**src/rtl/m68k_irq_ctrl_pkg.sv**
```systemverilog
`default_nettype none
// +----------------------------------------------------------------------+
// | m68k_irq_ctrl_pkg                                                    |
// | Shared types, constants and helpers for the 68000 IRQ controller.    |
// | Revision: 1.0                                                        |
// +----------------------------------------------------------------------+
package m68k_irq_ctrl_pkg;

  typedef logic [2:0] irq_level_t;

  localparam logic [7:0] SPURIOUS_VEC = 8'h18;
  localparam logic [2:0] IACK_FC      = 3'b111;

  localparam int MAX_SRC = 16;
  localparam int IDX_W   = 4;
  localparam int LVL_W   = 3 * MAX_SRC;

  // Level table is widened to the maximum source count so one helper serves every size.
  function automatic irq_level_t lvl_of(input logic [LVL_W-1:0] levels, input int i);
    return levels[3*i +: 3];
  endfunction

endpackage
`default_nettype wire

```
**src/rtl/irq_prio_enc.sv**
```systemverilog
`default_nettype none
// +----------------------------------------------------------------------+
// | irq_prio_enc                                                         |
// | Highest eligible level, plus lowest-index eligible source at a level.|
// | Revision: 1.0                                                        |
// +----------------------------------------------------------------------+
module irq_prio_enc
  import m68k_irq_ctrl_pkg::*;
#(
  parameter int                     NUM_SRC   = 4,
  parameter logic [3*NUM_SRC-1:0]   SRC_LEVEL = '0
) (
  input  logic [NUM_SRC-1:0] eligible,
  input  irq_level_t         req_level,
  output irq_level_t         max_level,
  output logic               found,
  output logic [IDX_W-1:0]   idx
);

  localparam logic [LVL_W-1:0] c_levels = LVL_W'(SRC_LEVEL);

  // Scan from the top down so the lowest matching index is the last to win.
  always_comb begin
    max_level = '0;
    found     = 1'b0;
    idx       = '0;
    for (int i = NUM_SRC - 1; i >= 0; i--) begin
      if (eligible[i] && (lvl_of(c_levels, i) != 3'd0)) begin
        if (lvl_of(c_levels, i) > max_level) begin
          max_level = lvl_of(c_levels, i);
        end
        if (lvl_of(c_levels, i) == req_level) begin
          found = 1'b1;
          idx   = IDX_W'(i);
        end
      end
    end
  end

endmodule
`default_nettype wire

```
**src/rtl/m68k_irq_ctrl.sv**
```systemverilog
`default_nettype none
// +----------------------------------------------------------------------+
// | m68k_irq_ctrl                                                        |
// | Parametrised 68000 interrupt controller: IPLn, VPAn and IACK vector. |
// | Revision: 1.0                                                        |
// +----------------------------------------------------------------------+
module m68k_irq_ctrl
  import m68k_irq_ctrl_pkg::*;
#(
  parameter int                   NUM_SRC      = 4,
  parameter logic [3*NUM_SRC-1:0] SRC_LEVEL    = '0,
  parameter logic [NUM_SRC-1:0]   EDGE_MODE    = '1,
  parameter logic [NUM_SRC-1:0]   AUTOVEC      = '1,
  parameter logic [7:0]           VEC_BASE     = 8'h40,
  parameter logic [NUM_SRC-1:0]   ENABLE_RESET = '1
) (
  input  logic               clk,
  input  logic               reset,
  input  logic [NUM_SRC-1:0] src,
  input  logic [2:0]         cpu_fc,
  input  logic [2:0]         cpu_addr,
  input  logic               cpu_as_n,
  input  logic               en_we,
  input  logic [NUM_SRC-1:0] en_din,
  output logic [NUM_SRC-1:0] enable,
  output logic [NUM_SRC-1:0] pending,
  output logic [2:0]         ipl_n,
  output logic               vpa_n,
  output logic               vec_valid,
  output logic [7:0]         vec
);

  localparam logic [LVL_W-1:0] c_levels = LVL_W'(SRC_LEVEL);

  logic [NUM_SRC-1:0] r_src_prev;
  logic [NUM_SRC-1:0] r_pending;
  logic [NUM_SRC-1:0] r_enable;
  logic               r_iack_prev;
  irq_level_t         r_ipl_n;
  logic               r_vpa_n;
  logic               r_vec_valid;
  logic [7:0]         r_vec;

  logic [NUM_SRC-1:0] w_lvl_nz;
  logic [NUM_SRC-1:0] w_eligible;
  logic [NUM_SRC-1:0] w_set;
  logic [NUM_SRC-1:0] w_win_oh;
  logic [NUM_SRC-1:0] w_clr;
  logic               w_iack;
  logic               w_ack;
  logic               w_win_av;
  irq_level_t         w_max_level;
  logic               w_found;
  logic [IDX_W-1:0]   w_win;

  assign w_iack     = (cpu_fc == IACK_FC) & ~cpu_as_n;
  assign w_ack      = w_iack & ~r_iack_prev;
  assign w_eligible = r_pending & r_enable & w_lvl_nz;

  generate
    for (genvar gi = 0; gi < NUM_SRC; gi++) begin : g_src
      assign w_lvl_nz[gi] = (lvl_of(c_levels, gi) != 3'd0);
      assign w_set[gi]    = EDGE_MODE[gi] ? (src[gi] & ~r_src_prev[gi]) : src[gi];
      assign w_win_oh[gi] = (w_win == IDX_W'(gi));
    end
  endgenerate

  assign w_clr    = w_win_oh & {NUM_SRC{w_ack & w_found}};
  assign w_win_av = |(AUTOVEC & w_win_oh);

  irq_prio_enc #(
    .NUM_SRC   (NUM_SRC),
    .SRC_LEVEL (SRC_LEVEL)
  ) u_prio_enc (
    .eligible  (w_eligible),
    .req_level (cpu_addr),
    .max_level (w_max_level),
    .found     (w_found),
    .idx       (w_win)
  );

  always_ff @(posedge clk) begin
    if (reset) begin
      r_src_prev  <= '0;
      r_pending   <= '0;
      r_enable    <= ENABLE_RESET;
      r_iack_prev <= 1'b0;
      r_ipl_n     <= 3'b111;
      r_vpa_n     <= 1'b1;
      r_vec_valid <= 1'b0;
      r_vec       <= 8'h00;
    end else begin
      r_src_prev  <= src;
      r_iack_prev <= w_iack;
      // Set after clear: a fresh request landing with its own acknowledge is kept.
      r_pending   <= (r_pending & ~w_clr) | w_set;
      if (en_we) begin
        r_enable <= en_din;
      end
      r_ipl_n <= ~w_max_level;
      if (w_ack) begin
        if (w_found && w_win_av) begin
          r_vpa_n     <= 1'b0;
          r_vec_valid <= 1'b0;
          r_vec       <= 8'h00;
        end else if (w_found) begin
          r_vpa_n     <= 1'b1;
          r_vec_valid <= 1'b1;
          r_vec       <= VEC_BASE + 8'(w_win);
        end else begin
          r_vpa_n     <= 1'b1;
          r_vec_valid <= 1'b1;
          r_vec       <= SPURIOUS_VEC;
        end
      end else if (cpu_as_n) begin
        r_vpa_n     <= 1'b1;
        r_vec_valid <= 1'b0;
        r_vec       <= 8'h00;
      end
    end
  end

  assign enable    = r_enable;
  assign pending   = r_pending;
  assign ipl_n     = r_ipl_n;
  assign vpa_n     = r_vpa_n;
  assign vec_valid = r_vec_valid;
  assign vec       = r_vec;

endmodule
`default_nettype wire

```
**config.mk**
```make
export PLATFORM = sky130hd
export DESIGN_NAME = m68k_irq_ctrl
export DESIGN_NICKNAME = d
export VERILOG_FILES = /design/src/rtl/m68k_irq_ctrl_pkg.sv /design/src/rtl/irq_prio_enc.sv /design/src/rtl/m68k_irq_ctrl.sv
export SDC_FILE = /design/constraint.sdc
export NUM_CORES = 1
export LEC_CHECK = 0
export CORE_MARGIN = 2
export CORE_UTILIZATION = 33
export DETAILED_ROUTE_END_ITERATION = 6
export HOLD_SLACK_MARGIN = 0.15
export MAX_ROUTING_LAYER = met4
export PLACE_DENSITY = 0.82
export RECOVER_POWER = 50
export SYNTH_ARGS = -nofsm -noshare
export SYNTH_HDL_FRONTEND = slang
export SYNTH_SLANG_ARGS = --single-unit
```
**constraint.sdc**
```tcl
create_clock -name clk -period 1.03 [get_ports clk]
set_input_delay 0.2575 -clock clk [delete_from_list [all_inputs] [get_ports clk]]
set_output_delay 0.2575 -clock clk [all_outputs]
set_load 0.01 [all_outputs]
```
==> results.json, run 1 <==
{
  "status": "complete, no violations",
  "fin_crit_sh": 0.984,
  "cap_violations": 0,
  "final_cells": 101,
  "fmax_ghz": 0.987,
  "post_dp_cell_area_um2": 792,
  "whs_ns": 0.438,
  "preCtsSetupSlack_ns": -0.278,
  "initial_core_util": 0.341,
  "maxSlewViolCount": 0,
  "pwr-share-clk": 0.333,
  "yosysTopAreaCellShare": 0.492,
  "synth.most_common_cell": "dfxtp_1",
  "final_nets": 103,
  "io_pins": 39,
  "routed_via_density": 4.10,
  "cts_buffers": 3,
  "fp.coreArea_um2": 1670,
  "regArea_um2": 292,
  "combPwrFrac": 0.151,
  "antenna_found_initial": 0,
  "cp_data_arrival_time_ns": 1.18,
  "async_flop_share": 0,
  "post-route-drc-count": 0,
  "yosys_warnings": 0,
  "ys.flop_type": "dfxtp_1",
  "synth_edf_count": 0,
  "power.density_nw_per_um2": 1450,
  "grt_usage": 0.0994,
  "crit_chain": "clkdlybuf4s50_1 > nor2b_1 > a211o_1",
  "wl_met3_um": 46,
  "cts_root_buf": "clkbuf_4",
  "endpoint_kind": "flip-flop",
  "drtPass1Iterations": 3,
  "diodes": 0,
  "yosys.area.top_type": "dfxtp_1",
  "finalWorstSetupSlack_ns": 0.0164,
  "die_h_um": 45.5,
  "syn-instance-count": 57,
  "synth.top_cells.by_count": "14 x dfxtp_1, 12 x buf_4, 5 x nor2b_1",
  "finalWeightedCongestion": 0.629,
  "dp_cells": 97,
  "cp_slowest_cell": "clkdlybuf4s50_1",
  "fin_skew_ns": 0.00139,
  "routed.top_layer": "met3",
  "detail_route.wl_per_cell_um": 9.13,
  "routedLengthMet1_um": 359,
  "grt_overflow_total": 0,
  "crit_path_max_fanout": 8,
  "syn_area_per_cell_um2": 9.99,
  "synth_area_leaders": "dfxtp_1 49%, buf_4 16%, a211o_1 6.2%",
  "wl_met2_um": 516,
  "p_leak_uw": 0.000368,
  "cp_slowest_stage_delay_ns": 0.61,
  "routed-via-count": 414,
  "postLayoutCoreUtil": 0.473,
  "clk_latency_ns": 0.27,
  "tritoncts": "built",
  "dieArea_um2": 2070,
  "drt_iter0_markers": 1,
  "clockBufferDepth": 2,
  "syn-cell-area_um2": 569,
  "rows": 15,
  "cts.sinks": 14,
  "ys_seq_elements": 14,
  "ant_nets": 0,
  "multiInputGateArea_um2": 210,
  "fillers": 156,
  "fin_crit_ns": 1.01,
  "netSwitchingPower_uw": 252,
  "finalHoldViolations": 0,
  "dp_hpwl_um": 777,
  "io_buffers": 25,
  "pwr-share-seq": 0.516,
  "ir_drop_uv": 708,
  "startpoint_type": "input port",
  "drive_above_1_share": 0.369,
  "syn2layout_area_growth_pct": 38.7,
  "yosysSeqAreaShare": 0.492,
  "cp.required_ns": 1.19,
  "intPower_uw": 891,
  "rsz0062_at_grt": "yes",
  "path_clk_slew_ns": 0.08,
  "grt_max_degree": 9,
  "ys_types": 14,
  "wl_um": 922,
  "die_w_um": 45.5,
  "crit_type": "in2reg",
  "fin_area_um2": 790,
  "grt_pass1_wl_um": 1410,
  "cts_max_level": 1,
  "hp-class": "reg2reg",
  "setup_viol": 0,
  "grt_pass1_vias": 370,
  "swShare": 0.221
}
==> cell type report <==
| cell class | instances | share of cell area |
|---|---|---|
| Timing Repair Buffer | 28 | 0.273 |
| Clock buffer | 4 | 0.0460 |
| Inverter | 4 | 0.0190 |
| Sequential cell | 14 | 0.369 |
| Tap cell | 17 | 0.0269 |
| Multi-Input combinational cell | 34 | 0.266 |
==> critical path: cells and delay by family <==
kind | cells | cell delay, ns
and+or+nand+nor | 1 | 0.08
buffers and inverters | 1 | 0.61
AOI/OAI and AO/OA | 1 | 0.22
==> worst paths after layout <==
kind | startpoint | to | slack [ns] | cells after the start
setup / recovery | en_we | enable[2]$_SDFFE_PP1P_ | 0.02 | 3
hold / removal | pending[2]$_SDFF_PP0_ | pending[2]$_SDFF_PP0_ | 0.44 | 2
setup reg to reg | vec[3]$_SDFFE_PP0P_ | vec[3]$_SDFFE_PP0P_ | 0.17 | 2
hold reg to reg | pending[2]$_SDFF_PP0_ | pending[2]$_SDFF_PP0_ | 0.44 | 2
==> registers in the layout, indices dropped and copies added, names as in the netlist <==
| register | cells |
|---|---|
| enable | 4 |
| pending | 4 |
| r_src_prev | 4 |
| r_iack_prev | 1 |
| vec | 1 |
==> layout by cell type (no fill, tap or decap) <==
cell / n
nand2b_1: 4
o41ai_2: 1
inv_1: 4
nor2b_1: 5
clkbuf_8: 1
dfxtp_1: 5
dfxtp_2: 9
clkdlybuf4s50_1: 13
buf_2: 11
clkbuf_2: 1
buf_4: 1
conb_1: 10
a211o_1: 4
a21oi_1: 4
clkbuf_4: 4
nand3_1: 1
or3b_1: 1
dlygate4sd3_1: 1
nor3_1: 1
and2b_2: 3
==> kinds of logic after synthesis <==
group / Yosys count / synth area share
and+or+nand+nor: 15 / 0.178
AOI/OAI and AO/OA: 9 / 0.112
DFF: 14 / 0.492
other: 2 / 0.0132
buffers and inverters: 17 / 0.204
==> power groups by stage <==
stage               clock network [µW]  logic, µW  registers [µW]
floorplan                            0       96.1             610
global placement                     0        196             598
detailed placement                   0        199             599
CTS                                403        176             590
global route                       429        190             594
finish                             380        173             590
==> metrics by stage <==
step | power [µW] | TNS [ns]
floorplan | 706 | 0
global placement | 793 | -3.26
detailed placement | 798 | -3.67
CTS | 1170 | 0
global route | 1210 | -0.0309
finish | 1140 | 0
==> routing by layer <==
layer | track usage | vias to the layer above
met3 | 0.0357 | 0
met2 | 0.175 | 14
li1 | - | 216
met1 | 0.0927 | 184
met4 | 0.0529 | 0
met5 | - | -
==> what timing repair did <==
action,CTS,global route
hold buffers,0,0
gates resized for setup,53,1
endpoints found under the setup margin,11,4
buffers inserted,0,0
(Power assumes the default switching activity.)
==> inputs of run 2 (changes only) <==
--- a/config.mk
+++ b/config.mk
@@ -7,6 +7,7 @@
 export LEC_CHECK = 0
 export CORE_MARGIN = 2
 export CORE_UTILIZATION = 33
+export CTS_CLUSTER_DIAMETER = 120
 export DETAILED_ROUTE_END_ITERATION = 6
 export HOLD_SLACK_MARGIN = 0.15
 export MAX_ROUTING_LAYER = met4
==> results of run 2 <==
Final layout, timing and power as in run 1 (identical DEF).
==> inputs of run 3 (changes only) <==
--- a/config.mk
+++ b/config.mk
@@ -5,9 +5,9 @@
 export SDC_FILE = /design/constraint.sdc
 export NUM_CORES = 1
 export LEC_CHECK = 0
+export ABC_CLOCK_PERIOD_IN_PS = 1030
 export CORE_MARGIN = 2
 export CORE_UTILIZATION = 33
-export CTS_CLUSTER_DIAMETER = 120
 export DETAILED_ROUTE_END_ITERATION = 6
 export HOLD_SLACK_MARGIN = 0.15
 export MAX_ROUTING_LAYER = met4
==> results of run 3 <==
Final layout, timing and power as in run 1 (identical DEF).
